File: src/rtl/segment_swap_ctl_pkg.sv
// segment_swap_ctl shared types: transition modes, controller states,
// and the infinite-repeat marker.
package segment_swap_ctl_pkg;

  typedef enum logic [7:0] {
    TRANSITION_MODE_SYNC_IDX = 8'h00,
    TRANSITION_MODE_SYS_TIME = 8'h01,
    TRANSITION_MODE_GPIO     = 8'h02,
    TRANSITION_MODE_EXT      = 8'hF0
  } transition_mode_t;

  typedef enum logic [1:0] {
    RUN,
    WAIT,
    HALT
  } swap_state_t;

  localparam logic [63:0] RepInfinite = '1;

endpackage

File: src/rtl/segment_swap_ctl_if.sv
// Request, loop/timing inputs and status outputs of one
// segment_swap_ctl instance.
interface segment_swap_ctl_if #(
  parameter int SysTimeWidth = 56,
  parameter int RepWidth     = 16
);
  logic                    REQ_VALID;
  logic                    REQ_SEGMENT;
  logic [7:0]              REQ_MODE;
  logic [63:0]             REQ_VALUE;
  logic [RepWidth-1:0]     REP0;
  logic [RepWidth-1:0]     REP1;
  logic                    LOOP_END;
  logic [SysTimeWidth-1:0] SYS_TIME;
  logic [3:0]              GPIO_IN;
  logic                    SEGMENT;
  logic                    SWAP;
  logic                    BUSY;
  logic                    STOP;
  logic                    ERR;

  modport master (
    output REQ_VALID, REQ_SEGMENT, REQ_MODE, REQ_VALUE,
    output REP0, REP1, LOOP_END, SYS_TIME, GPIO_IN,
    input  SEGMENT, SWAP, BUSY, STOP, ERR
  );

  modport slave (
    input  REQ_VALID, REQ_SEGMENT, REQ_MODE, REQ_VALUE,
    input  REP0, REP1, LOOP_END, SYS_TIME, GPIO_IN,
    output SEGMENT, SWAP, BUSY, STOP, ERR
  );
endinterface

File: src/rtl/segment_swap_ctl_trigger.sv
// segment_transition_trigger: mode decode and GPIO edge register.
// GPIO mode exists only with AUTD_TRANSITION_GPIO_EN defined.
module segment_transition_trigger
  import segment_swap_ctl_pkg::*;
#(
  parameter int SysTimeWidth = 56
) (
  input  logic                    CLK,
  input  logic                    RST,
  input  logic [7:0]              mode_i,
  input  logic [SysTimeWidth-1:0] tgt_i,
  input  logic [1:0]              idx_i,
  input  logic                    halted_i,
  input  logic                    loop_end_i,
  input  logic [SysTimeWidth-1:0] sys_time_i,
  input  logic [3:0]              gpio_i,
  input  logic [7:0]              req_mode_i,
  output logic                    trig_o,
  output logic                    mode_ok_o
);

  logic gpio_hit;
  logic gpio_en;

`ifdef AUTD_TRANSITION_GPIO_EN
  logic [3:0] gpio_q;
  logic [3:0] edge_q;

  always_ff @(posedge CLK) begin
    if (RST) begin
      gpio_q <= '0;
      edge_q <= '0;
    end else begin
      gpio_q <= gpio_i;
      edge_q <= gpio_i & ~gpio_q;
    end
  end

  assign gpio_hit = edge_q[idx_i];
  assign gpio_en  = 1'b1;
`else
  logic unused_gpio;
  assign unused_gpio = ^{gpio_i, idx_i};
  assign gpio_hit    = 1'b0;
  assign gpio_en     = 1'b0;
`endif

  assign mode_ok_o =
    (req_mode_i == TRANSITION_MODE_SYNC_IDX) |
    (req_mode_i == TRANSITION_MODE_SYS_TIME) |
    (req_mode_i == TRANSITION_MODE_EXT) |
    (gpio_en & (req_mode_i == TRANSITION_MODE_GPIO));

  // A halted sampler never pulses LOOP_END, so loop modes fire at once.
  always_comb begin
    trig_o = 1'b0;
    unique case (1'b1)
      mode_i == TRANSITION_MODE_SYNC_IDX,
      mode_i == TRANSITION_MODE_EXT:
        trig_o = loop_end_i | halted_i;
      mode_i == TRANSITION_MODE_SYS_TIME:
        trig_o = sys_time_i >= tgt_i;
      mode_i == TRANSITION_MODE_GPIO:
        trig_o = gpio_hit;
      default: trig_o = 1'b0;
    endcase
  end

endmodule

File: src/rtl/segment_swap_ctl.sv
// Double-buffer read-segment sequencer with repeat counting.
// AUTD_TRANSITION_GPIO_EN enables GPIO-edge transitions.
module segment_swap_ctl
  import segment_swap_ctl_pkg::*;
#(
  parameter int SysTimeWidth = 56,
  parameter int RepWidth     = 16
) (
  input logic               CLK,
  input logic               RST,
  segment_swap_ctl_if.slave bus
);

  localparam logic [RepWidth-1:0] Inf =
    RepInfinite[RepWidth-1:0];

  swap_state_t state_q, state_d;
  logic seg_q, seg_d;
  logic swap_q, swap_d;
  logic busy_q, busy_d;
  logic stop_q, stop_d;
  logic err_q, err_d;
  logic ext_q, ext_d;
  logic pseg_q, pseg_d;
  logic [7:0] pmode_q, pmode_d;
  logic [1:0] pidx_q, pidx_d;
  logic [SysTimeWidth-1:0] ptgt_q, ptgt_d;
  logic [RepWidth-1:0] cnt_q, cnt_d;

  logic [RepWidth-1:0] limit;
  logic at_lim, trig, mode_ok, req_ok, fire;
  logic unused_val;

  assign unused_val = ^bus.REQ_VALUE[63:SysTimeWidth];

  segment_transition_trigger #(
    .SysTimeWidth(SysTimeWidth)
  ) u_trig (
    .CLK       (CLK),
    .RST       (RST),
    .mode_i    (pmode_q),
    .tgt_i     (ptgt_q),
    .idx_i     (pidx_q),
    .halted_i  (stop_q),
    .loop_end_i(bus.LOOP_END),
    .sys_time_i(bus.SYS_TIME),
    .gpio_i    (bus.GPIO_IN),
    .req_mode_i(bus.REQ_MODE),
    .trig_o    (trig),
    .mode_ok_o (mode_ok)
  );

  assign limit  = seg_q ? bus.REP1 : bus.REP0;
  assign at_lim = (cnt_q == limit) && (limit != Inf);
  assign req_ok = bus.REQ_VALID & mode_ok;
  // A replacing request masks the old request's trigger this cycle.
  assign fire   = (state_q == WAIT) && trig && !req_ok;

  always_comb begin
    state_d = state_q;
    seg_d   = seg_q;
    swap_d  = 1'b0;
    busy_d  = busy_q;
    stop_d  = stop_q;
    err_d   = 1'b0;
    ext_d   = ext_q;
    pseg_d  = pseg_q;
    pmode_d = pmode_q;
    pidx_d  = pidx_q;
    ptgt_d  = ptgt_q;
    cnt_d   = cnt_q;

    if (fire) begin
      seg_d   = pseg_q;
      cnt_d   = '0;
      busy_d  = 1'b0;
      stop_d  = 1'b0;
      swap_d  = 1'b1;
      ext_d   = pmode_q == TRANSITION_MODE_EXT;
      state_d = RUN;
    end else if (bus.LOOP_END && state_q != HALT) begin
      if (at_lim && ext_q) begin
        seg_d  = ~seg_q;
        cnt_d  = '0;
        swap_d = 1'b1;
      end else if (at_lim && state_q == RUN) begin
        stop_d  = 1'b1;
        state_d = HALT;
      end else if (cnt_q != Inf) begin
        cnt_d = cnt_q + 1'b1;
      end
    end

    if (bus.REQ_VALID) begin
      if (mode_ok) begin
        pseg_d  = bus.REQ_SEGMENT;
        pmode_d = bus.REQ_MODE;
        pidx_d  = bus.REQ_VALUE[1:0];
        ptgt_d  = bus.REQ_VALUE[SysTimeWidth-1:0];
        busy_d  = 1'b1;
        state_d = WAIT;
      end else begin
        err_d = 1'b1;
      end
    end
  end

  always_ff @(posedge CLK) begin
    if (RST) begin
      state_q <= RUN;
      seg_q   <= 1'b0;
      swap_q  <= 1'b0;
      busy_q  <= 1'b0;
      stop_q  <= 1'b0;
      err_q   <= 1'b0;
      ext_q   <= 1'b0;
      pseg_q  <= 1'b0;
      pmode_q <= '0;
      pidx_q  <= '0;
      ptgt_q  <= '0;
      cnt_q   <= '0;
    end else begin
      state_q <= state_d;
      seg_q   <= seg_d;
      swap_q  <= swap_d;
      busy_q  <= busy_d;
      stop_q  <= stop_d;
      err_q   <= err_d;
      ext_q   <= ext_d;
      pseg_q  <= pseg_d;
      pmode_q <= pmode_d;
      pidx_q  <= pidx_d;
      ptgt_q  <= ptgt_d;
      cnt_q   <= cnt_d;
    end
  end

  assign bus.SEGMENT = seg_q;
  assign bus.SWAP    = swap_q;
  assign bus.BUSY    = busy_q;
  assign bus.STOP    = stop_q;
  assign bus.ERR     = err_q;

endmodule

File: src/flat_wrapper.sv
// flat-port wrapper written by rule: the top's interface ports become plain ports
module segment_swap_ctl_flat import segment_swap_ctl_pkg::*;
#(
  parameter int SysTimeWidth = 56,
  parameter int RepWidth     = 16
)
  (CLK, RST, bus_REQ_VALID, bus_REQ_SEGMENT, bus_REQ_MODE, bus_REQ_VALUE, bus_REP0, bus_REP1, bus_LOOP_END, bus_SYS_TIME, bus_GPIO_IN, bus_SEGMENT, bus_SWAP, bus_BUSY, bus_STOP, bus_ERR);
  segment_swap_ctl_if #(.SysTimeWidth(SysTimeWidth), .RepWidth(RepWidth)) bus_i ();
  input logic CLK;
  input logic RST;
  input wire logic [$bits(bus_i.REQ_VALID)-1:0] bus_REQ_VALID;
  input wire logic [$bits(bus_i.REQ_SEGMENT)-1:0] bus_REQ_SEGMENT;
  input wire logic [$bits(bus_i.REQ_MODE)-1:0] bus_REQ_MODE;
  input wire logic [$bits(bus_i.REQ_VALUE)-1:0] bus_REQ_VALUE;
  input wire logic [$bits(bus_i.REP0)-1:0] bus_REP0;
  input wire logic [$bits(bus_i.REP1)-1:0] bus_REP1;
  input wire logic [$bits(bus_i.LOOP_END)-1:0] bus_LOOP_END;
  input wire logic [$bits(bus_i.SYS_TIME)-1:0] bus_SYS_TIME;
  input wire logic [$bits(bus_i.GPIO_IN)-1:0] bus_GPIO_IN;
  output wire logic [$bits(bus_i.SEGMENT)-1:0] bus_SEGMENT;
  output wire logic [$bits(bus_i.SWAP)-1:0] bus_SWAP;
  output wire logic [$bits(bus_i.BUSY)-1:0] bus_BUSY;
  output wire logic [$bits(bus_i.STOP)-1:0] bus_STOP;
  output wire logic [$bits(bus_i.ERR)-1:0] bus_ERR;
  assign bus_i.REQ_VALID = bus_REQ_VALID;
  assign bus_i.REQ_SEGMENT = bus_REQ_SEGMENT;
  assign bus_i.REQ_MODE = bus_REQ_MODE;
  assign bus_i.REQ_VALUE = bus_REQ_VALUE;
  assign bus_i.REP0 = bus_REP0;
  assign bus_i.REP1 = bus_REP1;
  assign bus_i.LOOP_END = bus_LOOP_END;
  assign bus_i.SYS_TIME = bus_SYS_TIME;
  assign bus_i.GPIO_IN = bus_GPIO_IN;
  assign bus_SEGMENT = bus_i.SEGMENT;
  assign bus_SWAP = bus_i.SWAP;
  assign bus_BUSY = bus_i.BUSY;
  assign bus_STOP = bus_i.STOP;
  assign bus_ERR = bus_i.ERR;
  segment_swap_ctl #(.SysTimeWidth(SysTimeWidth), .RepWidth(RepWidth)) u_core (.CLK(CLK), .RST(RST), .bus(bus_i));
endmodule
File: config.mk
export PLATFORM = sky130hd
export DESIGN_NAME = segment_swap_ctl_flat
export DESIGN_NICKNAME = d
export VERILOG_FILES = /design/src/rtl/segment_swap_ctl_pkg.sv /design/src/rtl/segment_swap_ctl_if.sv /design/src/rtl/segment_swap_ctl_trigger.sv /design/src/rtl/segment_swap_ctl.sv /design/src/flat_wrapper.sv
export SDC_FILE = /design/constraint.sdc
export NUM_CORES = 1
export LEC_CHECK = 0
export CORE_MARGIN = 2
export CORE_UTILIZATION = 45
export DETAILED_ROUTE_END_ITERATION = 7
export PLACE_DENSITY = 0.78
export REMOVE_ABC_BUFFERS = 1
export SYNTH_ARGS = -nofsm -noshare
export SYNTH_HDL_FRONTEND = slang
export SYNTH_SLANG_ARGS = --single-unit
File: constraint.sdc
create_clock -name CLK -period 3.5 [get_ports CLK]
set_clock_uncertainty 0.15 [all_clocks]
set_input_delay 0.525 -clock CLK [delete_from_list [all_inputs] [get_ports CLK]]
set_output_delay 0.525 -clock CLK [all_outputs]
set_load 0.005 [all_outputs]
==> results of run 1 <==
flip-flops by register name, summed over array words and instances (netlist names):
name,count
u_core.bus.BUSY,1
u_core.bus.ERR,1
u_core.bus.SEGMENT,1
u_core.bus.STOP,1
u_core.bus.SWAP,1
u_core.cnt_q,16
u_core.ext_q,1
u_core.pmode_q,8
u_core.pseg_q,1
u_core.ptgt_q,56
u_core.state_q,2
through the flow:
step | hold WS (ns) | setup WS (ns) | setup TNS, ns | instance area [µm²]
finish | 0.3039 | 0.3143 | 0 | 7422
global route | 0.3199 | 0.04837 | 0 | 7422
CTS | 0.3067 | 0.3314 | 0 | 7422
detailed placement | 0.2965 | -0.01550 | -0.06257 | 7149
global placement | 0.2930 | 0.04479 | 0 | 7149
floorplan | 0.2800 | -0.7716 | -15.59 | 5264
synth_stat cells, drive strengths merged, types with 4 or more instances:
| cell | instances |
|---|---|
| nand2 | 141 |
| dfxtp | 89 |
| a21oi | 86 |
| inv | 64 |
| ha | 57 |
| clkbuf | 27 |
| nor2 | 27 |
| mux2i | 18 |
| o21ai | 18 |
| nand4 | 17 |
| a21o | 16 |
| xnor2 | 16 |
| nand3 | 15 |
| nor3 | 14 |
| nor4 | 12 |
| xor2 | 8 |
| and3 | 7 |
| and4 | 5 |
| buf | 5 |
| or3 | 5 |
| o2111ai | 4 |
| o21a | 4 |
logic make-up after synthesis:
| family | Yosys count | synth area share [%] |
|---|---|---|
| flops | 89 | 32.91 |
| xor+xnor | 24 | 3.883 |
| fa+ha+maj | 57 | 13.17 |
| mux | 18 | 3.397 |
| compound gates | 157 | 17.31 |
| buf+inv | 96 | 7.210 |
| simple gates | 257 | 22.12 |
critical path, cell delays in order:
cell and delay (ns):
clkdlybuf4s50_1 0.41, ha_1 0.30, and3_1 0.18, a221o_1 0.36, a221o_1 0.34, o21ai_0 0.28
a32o_1 0.33, nand2_1 0.33, a21oi_1 0.23
report_power, final:
group | leakage [nW] | internal (mW) | total [mW] | switching (mW)
sequential | 0.717 | 1.02 | 1.02 | 0.00650
clock | 0.121 | 0.482 | 0.893 | 0.411
combinational | 1.69 | 0.222 | 0.349 | 0.128
path summary, 6_finish.rpt:
kind	start	to	slack, ns	cells after the start
min reg2reg	u_core.ptgt_q[32]	u_core.ptgt_q[32]	0.30	2
min	u_core.ptgt_q[32]	u_core.ptgt_q[32]	0.30	2
max reg2reg	u_core.bus.SEGMENT	u_core.cnt_q[11]	0.42	9
max	bus_SYS_TIME[7]	u_core.cnt_q[9]	0.31	9
area by class of cell:
| class | count | area [µm²] |
|---|---|---|
| multi-input cells | 513 | 3242 |
| clock buffers | 10 | 229.0 |
| well taps | 147 | 183.9 |
| inverters | 64 | 240.2 |
| flip-flops and latches | 89 | 1782 |
| fillers | 1025 | 4439 |
| repair buffers | 172 | 1702 |
| clock inverters | 6 | 43.79 |
per-layer routing:
| layer | vias to the layer above | share of wire, % | track usage [%] |
|---|---|---|---|
| li1 | 2713 | - | - |
| met1 | 2494 | 41 | 26.59 |
| met2 | 173 | 48 | 42.12 |
| met3 | 30 | 7.8 | 6.482 |
| met4 | 0 | 2.6 | 8.455 |
| met5 | - | 0 | 0 |
==> run_results.csv, run 1 <==
group,metric,value,unit
yosys,yosysTopAreaCell,"dfxtp_1",
grt,grt_pass1_vias,5451,
clocking,cts.sinks,89,
clocking,h-tree-depth,3,
grt,grt_pass1_wl,24.70,mm
grt,grt_use_total,23.44,%
setup_path,worstSetupPathType,"in2reg",
yosys,synth_top_area_share,32.91,%
layout,final_util,62.57,%
place,place.gp.congestion,0.8968,
drt,wl,14.99,mm
layout,layout_commonest_cell,"clkdlybuf4s50_1",
drt,drt_iter0_drc,234,
floorplan,io_pins,174,
place,io_buffers,161,
clocking,cts-root-buf,"clkbuf_16",
floorplan,die_h,113.7,µm
clocking,ctsResizeCount,0,
sta,max-slew-margin-rel,52.13,%
pwr,power.total,2.267,mW
floorplan,start_util,45.64,%
floorplan,fp-row-count,40,
grt,grt_max_degree,62,
yosys,synth-edff-count,0,
setup_path,crit_path_start_kind,"input port",
run,cap_violations,0,
drt,dr.pass1.iters,4,
yosys,synth_area,5414,µm²
hold_path,hold_class,"reg2reg",
clocking,cts_setup_buffers,0,
sta,worst_pin_slew,0.7105,ns
yosys,netlist_instances,698,
layout,syn_to_final_growth,37.09,%
layout,layout_common_cells,"clkdlybuf4s50_1 (160), nand2_1 (141), dfxtp_1 (89)",
setup_path,worstPathRequired,3.61,ns
sta,fmax,0.3139,GHz
pwr,vdd_drop_max,0.2413,mV
place,dp_hpwl,11.59,mm
status,status,"finished, final reports clean",
grt,overflow,0,
yosys,async_flop_share,0,%
drt,via_per_inst,5.405,
clocking,clk_latency,0.34,ns
setup_path,crit_path_end_kind,"flop",
pwr,powerDensity,305.5,nW/µm²
layout,layout-drive-gt1-share,3.747,%
place,dp.cells,985,
yosys,avgSynthCellArea,7.756,µm²
drt,route.vias.total,5410,
sta,grt_setup_unrepaired,"no",
clocking,clk_pin_slew,0.06,ns
layout,antenna_cells,0,
sta,hold_violations,0,
clocking,cts_made_buffers,9,
sta,drv_slew,0,
floorplan,die_w,113.7,µm
drt,wl_per_cell,14.98,µm
floorplan,die_area,12920,µm²
drt,drc_errors,0,
pwr,p_leak,2.532,nW
yosys,ys_warn_count,0,
yosys,ys_top_cells_by_area,"dfxtp_1 (33%), ha_1 (13%), nand2_1 (9.8%), a21oi_1 (8.0%), inv_1 (4.4%)",
yosys,ys_types,52,
yosys,synth_top_flop_cell,"dfxtp_1",
setup_path,cp_max_fo,13,
layout,fin_cells,1001,
sta,period_share,91.02,%
yosys,ys_seq_area_share,32.91,%
floorplan,core_area,11860,µm²
drt,drtAntennaViolNets,0,
yosys,synth-seq-cells,89,
sta,setup_violations,0,
clocking,postCtsHoldBufs,0,
layout,fin_nets,1075,
sta,period_needed,3.186,ns
grt,antenna_found_initial,0,
clocking,clk_path_buf_depth,2,
setup_path,critical_path_arrival,3.29,ns
clocking,cts_tree,"built",
No activity file was read; power rests on OpenSTA's default activity.
==> inputs of run 2 (changes only) <==
--- a/config.mk
+++ b/config.mk
@@ -9,7 +9,9 @@
 export CORE_UTILIZATION = 45
 export DETAILED_ROUTE_END_ITERATION = 7
 export PLACE_DENSITY = 0.78
+export RECOVER_POWER = 100
 export REMOVE_ABC_BUFFERS = 1
+export SLEW_MARGIN = 40
 export SYNTH_ARGS = -nofsm -noshare
 export SYNTH_HDL_FRONTEND = slang
 export SYNTH_SLANG_ARGS = --single-unit
==> run_results.csv, run 2 (synthesis results as in run 1) <==
group,metric,value,unit
sta,hold_violations,0,
layout,layout-drive-gt1-share,3.513,%
run,cap_violations,0,
grt,grt_pass1_wl,24.70,mm
sta,tns,0,ns
clocking,clk_pin_slew,0.06,ns
sta,period_share,91.93,%
layout,layout_common_cells,"clkdlybuf4s50_1 (155), nand2_1 (141), dfxtp_1 (89)",
layout,layout_commonest_cell,"clkdlybuf4s50_1",
layout,multi_input_area,3242,µm²
sta,period_needed,3.218,ns
place,place.gp.congestion,0.8968,
pwr,power.total,2.264,mW
clocking,h-tree-depth,3,
setup_path,crit_path_start_kind,"input port",
clocking,ctsResizeCount,0,
setup_path,r2r-end,"u_core.cnt_q[11]",
layout,fin_nets,1075,
setup_path,worst-r2r-setup-slack,0.43,ns
grt,grt_pass1_vias,5451,
grt,grt_use_total,23.44,%
drt,drtAntennaViolNets,0,
pwr,p_leak,2.536,nW
clocking,clk_latency,0.34,ns
floorplan,fp-row-count,40,
sta,fmax,0.3108,GHz
sta,drv_slew,0,
sta,max-slew-margin-rel,20.01,%
place,placed_cell_area,7149,µm²
setup_path,crit_path_end_kind,"flop",
clocking,cts-root-buf,"clkbuf_16",
drt,wl,14.97,mm
place,io_buffers,161,
grt,antenna_found_initial,1,
drt,route.vias.total,5405,
floorplan,die_h,113.7,µm
sta,grt_setup_unrepaired,"no",
drt,drc_errors,0,
setup_path,r2r_start,"u_core.bus.SEGMENT",
drt,wl_per_cell,14.94,µm
sta,worst_pin_slew,1.200,ns
drt,drt_iter0_drc,215,
layout,fin_cells,1002,
setup_path,crit_path_start,"bus_REP0[15]",
layout,largest_reg_flops,56,
hold_path,hold_class,"reg2reg",
setup_path,ff2ff_path_depth,9,
layout,n_fill_cell,1026,
clocking,cts_setup_buffers,0,
clocking,cts.sinks,89,
layout,largest-register,"u_core.ptgt_q",
floorplan,start_util,45.64,%
setup_path,worstSetupPathType,"in2reg",
place,dp_hpwl,11.59,mm
clocking,cts_made_buffers,9,
grt,grt_max_degree,62,
pwr,powerDensity,305.4,nW/µm²
clocking,cts_tree,"built",
status,status,"finished, final reports clean",
pwr,vdd_drop_max,0.2398,mV
floorplan,core_area,11860,µm²
drt,dr.pass1.iters,4,
grt,overflow,0,
floorplan,die_area,12920,µm²
layout,final_area,7412,µm²
setup_path,endpoint,"u_core.cnt_q[11]",
layout,seq_area,1782,µm²
layout,syn_to_final_growth,36.91,%
setup_path,critical_path_arrival,3.33,ns
layout,top_regs,"u_core.ptgt_q (56), u_core.cnt_q (16), u_core.pmode_q (8)",
clocking,postCtsHoldBufs,0,
clocking,clk_path_buf_depth,2,
sta,setup_violations,0,
floorplan,die_w,113.7,µm
drt,via_per_inst,5.394,
place,dp.cells,985,
floorplan,io_pins,174,
setup_path,worstPathRequired,3.61,ns
setup_path,cp_max_fo,13,
-- run 2: changes by cell type in the layout (fill, tap and decap cells not counted) --
cell	before	now
buf_4	10	6
diode_2	0	1
clkdlybuf4s50_1	160	155
dlygate4sd3_1	0	5
clkbuf_1	1	3
clkbuf_2	0	2
-- run 2: power by group --
part	internal, mW	total, mW	switching [mW]
sequential	1.02	1.02	0.00639
clock	0.482	0.891	0.408
combinational	0.221	0.348	0.127
-- run 2: area by class of cell --
| cell class | count | share of cell area, % |
|---|---|---|
| flip-flops and latches | 89 | 24.04 |
| diodes | 1 | 0.03376 |
| repair buffers | 172 | 22.79 |
| clock buffers | 10 | 3.089 |
| inverters | 64 | 3.241 |
| well taps | 147 | 2.481 |
| multi-input cells | 513 | 43.74 |
| clock inverters | 6 | 0.5908 |
-- run 2: per-stage QoR --
stage / util [%] / setup WS, ns / hold WS [ns]
detailed placement: 60.27 / -0.01550 / 0.2965
CTS: 62.57 / 0.3314 / 0.3067
global route: 62.49 / 0.04837 / 0.3199
finish: 62.49 / 0.2823 / 0.3038
floorplan: - / -0.7716 / 0.2800
global placement: 60.27 / 0.04479 / 0.2930
-- run 2: worst min path at each step --
stage / cells after the start / from / slack, ns / endpoint
4_1_cts: 2 / u_core.ptgt_q[32] / 0.31 / u_core.ptgt_q[32]
5_1_grt: 2 / u_core.ptgt_q[25] / 0.32 / u_core.ptgt_q[25]
2_1_floorplan: 2 / u_core.pseg_q / 0.28 / u_core.pseg_q
3_3_place_gp: 2 / u_core.ptgt_q[25] / 0.29 / u_core.ptgt_q[25]
3_5_place_dp: 2 / u_core.ptgt_q[8] / 0.30 / u_core.ptgt_q[8]
6_report: 2 / u_core.ptgt_q[32] / 0.30 / u_core.ptgt_q[32]
-- run 2: critical path, stage by stage --
cell and delay, ns:
clkdlybuf4s50_1 0.50, nand3_1 0.10, nor3b_1 0.21, o22ai_1 0.15, o2111ai_1 0.32, clkbuf_1 0.37
o211ai_1 0.19, a21o_1 0.37, or4_1 0.44, a21oi_1 0.15
-- run 2: metal layers --
layer  vias up  wire length, µm  share of wire [%]  track usage [%]
li1       2720                -                  -                -
met1      2489             6044                 40            26.59
met2       169             7334                 49            42.12
met3        27             1212                8.1            6.482
met4         0              376                2.5            8.455
met5         -                0                  0                0
==> inputs of run 3 (changes only) <==
--- a/config.mk
+++ b/config.mk
@@ -11,7 +11,7 @@
 export PLACE_DENSITY = 0.78
 export RECOVER_POWER = 100
 export REMOVE_ABC_BUFFERS = 1
-export SLEW_MARGIN = 40
+export SLEW_MARGIN = 10
 export SYNTH_ARGS = -nofsm -noshare
 export SYNTH_HDL_FRONTEND = slang
 export SYNTH_SLANG_ARGS = --single-unit
==> constraint.sdc (replaced) <==
create_clock -name CLK -period 3.5 [get_ports CLK]
set_clock_uncertainty 0.15 [all_clocks]
set_input_delay 1.05 -clock CLK [delete_from_list [all_inputs] [get_ports CLK]]
set_output_delay 1.05 -clock CLK [all_outputs]
set_load 0.005 [all_outputs]
==> run_results.csv, run 3 (synthesis results as in run 1) <==
group,metric,value,unit
status,status,"finished, final reports clean",
place,place.gp.congestion,0.9093,
clocking,clk_latency,0.35,ns
grt,overflow,0,
pwr,vdd_drop_max,0.1818,mV
sta,period_needed,3.480,ns
grt,grt_pass1_wl,25.17,mm
sta,drv_slew,0,
clocking,clk_pin_slew,0.06,ns
setup_path,crit_path_start_kind,"input port",
layout,layout-drive-gt1-share,7.754,%
grt,grt_pass1_vias,5666,
setup_path,critical_path_arrival,3.62,ns
drt,dr.pass1.iters,5,
layout,antenna_cells,0,
pwr,p_leak,2.707,nW
clocking,h-tree-depth,3,
floorplan,fp-row-count,40,
clocking,cts.sinks,89,
sta,setup_violations,0,
place,io_buffers,161,
sta,hold_violations,0,
clocking,cts-root-buf,"clkbuf_16",
floorplan,core_area,11860,µm²
floorplan,die_area,12920,µm²
layout,syn_to_final_growth,42.73,%
layout,final_area,7727,µm²
setup_path,crit_path_end_kind,"flop",
pwr,powerDensity,310.6,nW/µm²
sta,period_share,99.42,%
place,placed_cell_area,7340,µm²
drt,drc_errors,0,
grt,grt_use_met3,6.854,%
sta,tns,0,ns
sta,timing.hold.ws,0.3050,ns
layout,largest_reg_flops,56,
place,pre_cts_slack,-0.3390,ns
drt,route.vias.total,5573,
sta,max-slew-margin-rel,54.34,%
layout,fin_cells,1024,
clocking,clk_path_buf_depth,2,
sta,fmax,0.2874,GHz
drt,drtAntennaViolNets,0,
layout,largest-register,"u_core.ptgt_q",
layout,layout_common_cells,"clkdlybuf4s50_1 (155), nand2_1 (141), dfxtp_1 (89)",
place,dp_hpwl,12.11,mm
layout,top_regs,"u_core.ptgt_q (56), u_core.cnt_q (16), u_core.pmode_q (8)",
drt,wl,15.79,mm
layout,layout_commonest_cell,"clkdlybuf4s50_1",
drt,via_per_inst,5.442,
floorplan,io_pins,174,
grt,grtUsageMet2,44.55,%
sta,setup_ws,0.02034,ns
run,cap_violations,0,
setup_path,worstSetupPathType,"in2reg",
clocking,postCtsHoldBufs,0,
floorplan,die_w,113.7,µm
sta,worst_pin_slew,0.6849,ns
clocking,cts_made_buffers,9,
clocking,cts_tree,"built",
hold_path,hold_class,"reg2reg",
floorplan,die_h,113.7,µm
grt,use_met1,26.54,%
grt,antenna_found_initial,1,
grt,grt_max_degree,68,
setup_path,worstPathRequired,3.64,ns
floorplan,start_util,45.64,%
drt,wl_per_cell,15.42,µm
drt,drt_iter0_drc,332,
grt,grt_use_total,24.16,%
pwr,power.total,2.400,mW
layout,fin_nets,1098,
grt,grt_busiest_layer,"met2",
setup_path,cp_max_fo,10,
sta,grt_setup_unrepaired,"yes",
place,dp.cells,1007,
layout,final_util,65.15,%
==> run 3: cell types whose count changed in the layout (fill, tap and decap cells not counted), sizes merged <==
cell / before / now
buf: 8 / 35
clkinvlp: 4 / 3
diode: 1 / 0
clkbuf: 14 / 10
bufinv: 0 / 1
==> run 3: path summary, 6_finish.rpt <==
path / slack (ns) / cells after the start / start / endpoint
worst max-delay path: 0.02 / 9 / bus_REP1[3] / u_core.cnt_q[11]
worst max register to register: 0.56 / 9 / u_core.bus.SEGMENT / u_core.cnt_q[11]
worst min register to register: 0.30 / 2 / u_core.ptgt_q[55] / u_core.ptgt_q[55]
worst min-delay path: 0.30 / 2 / u_core.ptgt_q[55] / u_core.ptgt_q[55]
==> run 3: worst max-delay path, stage by stage <==
cell	delay (ns)
clkdlybuf4s50_1	0.45
mux2i_1	0.24
xnor2_1	0.14
nor4_4	0.31
nand4_1	0.19
or3_4	0.41
a21o_4	0.25
or4_4	0.43
a21oi_2	0.14
==> run 3: layout make-up <==
class,count,area [µm²]
timing repair buffer,195,1899
sequential,89,1782
tap,147,183.9
multi-input combinational,513,3317
clock buffer,10,239.0
fill,993,4134
clock inverter,6,66.31
inverter,64,240.2
==> run 3: where the power goes <==
part           switching, mW  internal [mW]
Combinational          0.138          0.240
Clock                  0.423          0.574
Sequential           0.00697           1.02
==> run 3: layer usage <==
| metal | part of all wire, % | routed length [µm] |
|---|---|---|
| met1 | 39 | 6221 |
| met2 | 51 | 8052 |
| met3 | 7.8 | 1227 |
| met4 | 1.8 | 287 |
| met5 | 0 | 0 |
==> run 3: repair_timing <==
action,in CTS,in global routing
resized for setup,0,15
setup endpoints to repair,0,23
buffers inserted,0,1
